--- src/rtl/range_sum_caller.sv ---
// rtl/range_sum_caller.sv - caller-side wrapper that runs one range generator call and returns sum/count/truncated
//
// Launches a range generator with base/limit/step, accumulates every yielded
// value and reports the result through a one-cycle _valid/_ready pulse.
//
// Ports:
//   _clock, _reset           rising-edge clock, asynchronous active-high reset
//   base, limit, step        call arguments, latched when a call starts
//   _start, _wait            start request / downstream backpressure
//   _0, _1, _2               sum, count, truncated (driven only in the pulse cycle)
//   _ready, _valid           coincident one-cycle result pulse
//   _callee_base/limit/step  registered arguments to the generator
//   _callee_start            one-cycle call pulse to the generator
//   _callee_wait             stall to the generator (combinational)
//   _callee_0, _callee_valid yielded value and its pulse
//   _callee_ready            generator finished pulse
module range_sum_caller #(
  parameter int SUM_W     = 32,
  parameter int MAX_COUNT = 1024,
  parameter int THROTTLE  = 0
) (
  input  logic                    _clock,
  input  logic                    _reset,
  input  logic signed [31:0]      base,
  input  logic signed [31:0]      limit,
  input  logic signed [31:0]      step,
  input  logic                    _start,
  input  logic                    _wait,
  output logic signed [SUM_W-1:0] _0,
  output logic [31:0]             _1,
  output logic                    _2,
  output logic                    _ready,
  output logic                    _valid,
  output logic signed [31:0]      _callee_base,
  output logic signed [31:0]      _callee_limit,
  output logic signed [31:0]      _callee_step,
  output logic                    _callee_start,
  output logic                    _callee_wait,
  input  logic signed [31:0]      _callee_0,
  input  logic                    _callee_valid,
  input  logic                    _callee_ready
);

  localparam logic [1:0] S_IDLE    = 2'd0;
  localparam logic [1:0] S_COLLECT = 2'd1;
  localparam logic [1:0] S_DONE    = 2'd2;

  logic [1:0]              state_q, state_d;
  logic signed [SUM_W-1:0] sum_q, sum_d;
  logic [31:0]             count_q, count_d;
  logic                    trunc_q, trunc_d;
  logic [31:0]             thr_cnt_q, thr_cnt_d;
  logic                    stall_q, stall_d;
  logic signed [31:0]      arg_base_q, arg_base_d;
  logic signed [31:0]      arg_limit_q, arg_limit_d;
  logic signed [31:0]      arg_step_q, arg_step_d;
  logic                    cstart_q, cstart_d;
  logic                    pulse_q, pulse_d;
  logic signed [SUM_W-1:0] res_sum_q, res_sum_d;
  logic [31:0]             res_cnt_q, res_cnt_d;
  logic                    res_trunc_q, res_trunc_d;

  always_comb begin
    state_d     = state_q;
    sum_d       = sum_q;
    count_d     = count_q;
    trunc_d     = trunc_q;
    thr_cnt_d   = thr_cnt_q;
    stall_d     = 1'b0;
    arg_base_d  = arg_base_q;
    arg_limit_d = arg_limit_q;
    arg_step_d  = arg_step_q;
    cstart_d    = 1'b0;
    pulse_d     = 1'b0;
    res_sum_d   = '0;
    res_cnt_d   = '0;
    res_trunc_d = 1'b0;

    // A new call wins over everything, including callee pulses arriving in
    // the same cycle from an abandoned call.
    if (_start && !_wait) begin
      arg_base_d  = base;
      arg_limit_d = limit;
      arg_step_d  = step;
      cstart_d    = 1'b1;
      sum_d       = '0;
      count_d     = '0;
      trunc_d     = 1'b0;
      thr_cnt_d   = '0;
      state_d     = S_COLLECT;
    end else begin
      case (state_q)
        S_COLLECT: begin
          // Capture is deliberately not gated by _wait: the callee may have
          // registered a pulse just before the stall took effect.
          if (_callee_valid) begin
            sum_d   = sum_q + SUM_W'(_callee_0);
            count_d = count_q + 32'd1;
            if (THROTTLE > 0) begin
              if (thr_cnt_q == 32'(THROTTLE - 1)) begin
                thr_cnt_d = '0;
                stall_d   = 1'b1;
              end else begin
                thr_cnt_d = thr_cnt_q + 32'd1;
              end
            end
            if (count_d == 32'(MAX_COUNT)) begin
              trunc_d = 1'b1;
              state_d = S_DONE;
            end
          end
          if (_callee_ready) begin
            state_d = S_DONE;
          end
        end
        S_DONE: begin
          if (!_wait) begin
            pulse_d     = 1'b1;
            res_sum_d   = sum_q;
            res_cnt_d   = count_q;
            res_trunc_d = trunc_q;
            state_d     = S_IDLE;
          end
        end
        default: ;
      endcase
    end
  end

  always_ff @(posedge _clock or posedge _reset) begin
    if (_reset) begin
      state_q     <= S_IDLE;
      sum_q       <= '0;
      count_q     <= '0;
      trunc_q     <= 1'b0;
      thr_cnt_q   <= '0;
      stall_q     <= 1'b0;
      arg_base_q  <= '0;
      arg_limit_q <= '0;
      arg_step_q  <= '0;
      cstart_q    <= 1'b0;
      pulse_q     <= 1'b0;
      res_sum_q   <= '0;
      res_cnt_q   <= '0;
      res_trunc_q <= 1'b0;
    end else begin
      state_q     <= state_d;
      sum_q       <= sum_d;
      count_q     <= count_d;
      trunc_q     <= trunc_d;
      thr_cnt_q   <= thr_cnt_d;
      stall_q     <= stall_d;
      arg_base_q  <= arg_base_d;
      arg_limit_q <= arg_limit_d;
      arg_step_q  <= arg_step_d;
      cstart_q    <= cstart_d;
      pulse_q     <= pulse_d;
      res_sum_q   <= res_sum_d;
      res_cnt_q   <= res_cnt_d;
      res_trunc_q <= res_trunc_d;
    end
  end

  assign _0            = res_sum_q;
  assign _1            = res_cnt_q;
  assign _2            = res_trunc_q;
  assign _valid        = pulse_q;
  assign _ready        = pulse_q;
  assign _callee_base  = arg_base_q;
  assign _callee_limit = arg_limit_q;
  assign _callee_step  = arg_step_q;
  assign _callee_start = cstart_q;
  // Callee only runs while we are collecting, so it is frozen in IDLE/DONE.
  assign _callee_wait  = _wait | stall_q | (state_q != S_COLLECT);

endmodule

--- config.mk ---
export PLATFORM = sky130hd
export DESIGN_NAME = range_sum_caller
export DESIGN_NICKNAME = d
export VERILOG_FILES = /design/src/rtl/range_sum_caller.sv
export SDC_FILE = /design/constraint.sdc
export NUM_CORES = 1
export LEC_CHECK = 0
export CELL_PAD_IN_SITES_DETAIL_PLACEMENT = 0
export CELL_PAD_IN_SITES_GLOBAL_PLACEMENT = 1
export CORE_ASPECT_RATIO = 2
export CORE_MARGIN = 8
export CORE_UTILIZATION = 53
export CTS_BUF_LIST = sky130_fd_sc_hd__clkbuf_2 sky130_fd_sc_hd__clkbuf_4 sky130_fd_sc_hd__clkbuf_8
export CTS_CLUSTER_DIAMETER = 150
export DETAILED_ROUTE_END_ITERATION = 12
export DONT_BUFFER_PORTS = 1
export GPL_ROUTABILITY_DRIVEN = 0
export PLACE_DENSITY = 0.87
export SLEW_MARGIN = 10
export SYNTH_ARGS = -nofsm -noshare
export SYNTH_HDL_FRONTEND = slang
export SYNTH_SLANG_ARGS = --single-unit
--- constraint.sdc ---
create_clock -name _clock -period 19.1 [get_ports _clock]
set_clock_uncertainty 0.05 [all_clocks]
set_input_delay 2.865 -clock _clock [delete_from_list [all_inputs] [get_ports _clock]]
set_output_delay 2.865 -clock _clock [all_outputs]
set_load 0.005 [all_outputs]
==> results.ini <==
[run_status]
outcome = finished, final reports clean

[placed_design]
dp_slack_ps = 12850
port_buffers = 0
hpwlAfterDp_um = 20300

[timing]
fin_crit_sh_pct = 32.7
hold_violations = 0
fin_ws_ps = 12850
setup_violations = 0
fmax_mhz = 160
maxSlewHeadroom_pct = 29.0
fin_tns_setup_ps = 0
rsz0062_at_grt = false
worstMarginPinSlew_ps = 1070
slew_viol_final = 0
fin_crit_ps = 6250

[run]
drv_cap = 0

[cts]
htreeDepth = 1
clock-sinks = 230
clk_latency_ps = 570
ctsHoldBuffers = 0
clk_pin_slew_ps = 70
cts_setup_buffers = 0
clock-root-buffer = clkbuf_8
cts_tree = yes
cts_resized = 0
clock_path_buffers = 3
cts_buffers = 30

[setup_path]
max_stage_delay_ps = 470
cp.arrival_ps = 3330
crit_slowest_cell = or3b_2
cp_max_fo = 4
endpoint_kind = output pin
start_kind = primary input
path_cells = or3b_2
crit_required_ps = 16190
path_buf_inv = 0
critPathKind = primary input to output pin
cp_top_family = simple AND/OR/NAND/NOR gates

[drt]
wl_per_cell_um = 19.9
drt_wl_total_um = 28100
drc_errors = 0
drt-pass1-iter-count = 4
drtAntennaViolNets = 0
viasPerCell = 5.56
vias = 7868
drtIter0Drc = 622

[synthesis]
synth-seq-area-share_pct = 53.7
synth_area_per_cell_um2 = 9.30
synth_cells = 1152
synth_top_area_share_pct = 53.7
synth_top_area_cell = dfrtp_1
yosys_most_used_dff = dfrtp_1
async_flop_share_pct = 100
ys_ff_latch = 230
synth_cell_type_count = 65
syn-num-nets = 1320
synthTopCellsByArea = dfrtp_1 (54%), nand2_1 (13%), and2_1 (3.9%)
ys_warn_count = 0
synth_edf_count = 0
netlist_area_mm2 = 0.0107

[global_route]
met2_usage_pct = 40.1
use_met1_pct = 22.4
antenna_found_initial = 0
grt.total_usage_pct = 21.9
grt_max_degree = 100
grt_pass1_wl_um = 43400
grt-ovfl-total = 0
met3_usage_pct = 6.13
grt-busiest-layer = met2
grt_pass1_vias = 8041

[die]
core_area_mm2 = 0.0198
rows = 73
ioPinCount = 299
die_height_um = 217
dieArea_mm2 = 0.0253
die_w_um = 117
initial_core_util_pct = 54.1

[layout]
num-nets-final = 1298
regArea_mm2 = 0.00576
area_growth_pct = 7.30
multi_input_area_mm2 = 0.00467
final_cell_mix = nand2_1 (364), dfrtp_1 (230), and2_1 (67)
drive_gt1_share_pct = 7.11
antenna_cells = 0
n_fill_cell = 1788
layout_commonest_cell = nand2_1
utilization_pct = 58.0

[min_path]
hp-class = flop to flop

[power]
power.density_mw_per_mm2 = 106
p_int_mw = 0.847
clkPwrFrac_pct = 31.2
switching_share_pct = 30.8
ir_drop_v = 0.0000730
leakage_nw = 5.74
p_comb_share_pct = 21.1
switching_power_mw = 0.377
seqPwrFrac_pct = 47.7

==> logic make-up (layout without fill, tap and decap cells) <==
logic type,after synthesis,in the layout,synth area share (%)
AOI/OAI and AO/OA,148,148,8.70
DFF,230,230,53.7
xor gates and xnor gates,67,67,5.48
buffers and inverters,71,72,2.81
adders and majority gates,34,34,4.04
and+or+nand+nor,599,599,25.0
muxes,3,3,0.280
==> worst register-to-register path: cells and delay by family (launching register included) <==
kind / cells / cell delay (ps)
AOI/OAI and AO/OA: 8 / 2210
DFF: 1 / 400
adders and majority gates: 2 / 660
xor gates and xnor gates: 1 / 160
==> synthesized netlist by cell type (3+ instances only) <==
master    count
and3_1        3
and2_1       67
nor4_1        5
xnor2_1      29
nand2_1     364
or2_2         3
a311oi_1      3
clkbuf_1     41
xor2_1       38
inv_1        10
dfrtp_1     230
nor2_1       65
a21oi_1      55
buf_2         4
a31o_2        3
nor3_1       23
or3_1         4
ha_1         33
o211ai_1      7
nand2b_1      4
a31oi_1       9
buf_1        10
nand4_1      13
o21ai_0      27
and4_1        6
nand3_1      27
a21o_1       14
mux2i_1       3
a211oi_1      8
==> flip-flops by register name, summed over array words and instances (netlist names), 2 cells and up <==
name / flops
_callee_step: 32
_0: 32
_callee_base: 32
state_q: 2
_1: 32
_callee_limit: 32
count_q: 32
sum_q: 32
==> routing by layer <==
metal	wire length [um]	vias up
li1	-	3761
met1	9730	3808
met2	14900	245
met3	2500	54
met4	975	0
met5	0	-
==> layout make-up <==
type                            instances  share of cell area, %
Sequential cell                       230                   50.1
Tap cell                              262                   2.85
Multi-Input combinational cell        851                   40.6
Clock buffer                           50                   5.11
Inverter                               10                  0.414
Timing Repair Buffer                    7                  0.457
Clock inverter                          5                  0.457
==> final timing paths <==
| path | to | slack, ps | startpoint | cells past startpoint |
|---|---|---|---|---|
| max | _callee_wait | 12850 | _wait | 1 |
| min | _2$_DFF_PP0_ | 450 | trunc_q$_DFFE_PP0P_ | 1 |
| max reg2reg | sum_q[30]$_DFFE_PP0P_ | 15470 | sum_q[0]$_DFFE_PP0P_ | 11 |
| min reg2reg | _2$_DFF_PP0_ | 450 | trunc_q$_DFFE_PP0P_ | 1 |
| max in group asynchronous | count_q[15]$_DFFE_PP0P_ | 15440 | _reset | 2 |
| min in group asynchronous | _callee_base[27]$_DFFE_PP0P_ | 2170 | _reset | 1 |
==> power by group through the flow <==
stage | registers (mW) | clock network (mW) | logic (mW)
2_1_floorplan | 0.575 | 0 | 0.208
3_3_place_gp | 0.594 | 0 | 0.253
3_5_place_dp | 0.594 | 0 | 0.258
4_1_cts | 0.585 | 0.395 | 0.259
5_1_grt | 0.590 | 0.412 | 0.293
6_report | 0.584 | 0.382 | 0.258
==> stage by stage <==
stage               instance area [um^2]  instances  hold slack [ps]  power [mW]
floorplan                          10700       1152              404       0.783
global placement                   10900       1360              420       0.847
detailed placement                 10900       1360              417       0.852
CTS                                11500       1415              448        1.24
global route                       11500       1415              467        1.29
finish                             11500       1415              446        1.22
(Power assumes the default switching activity.)
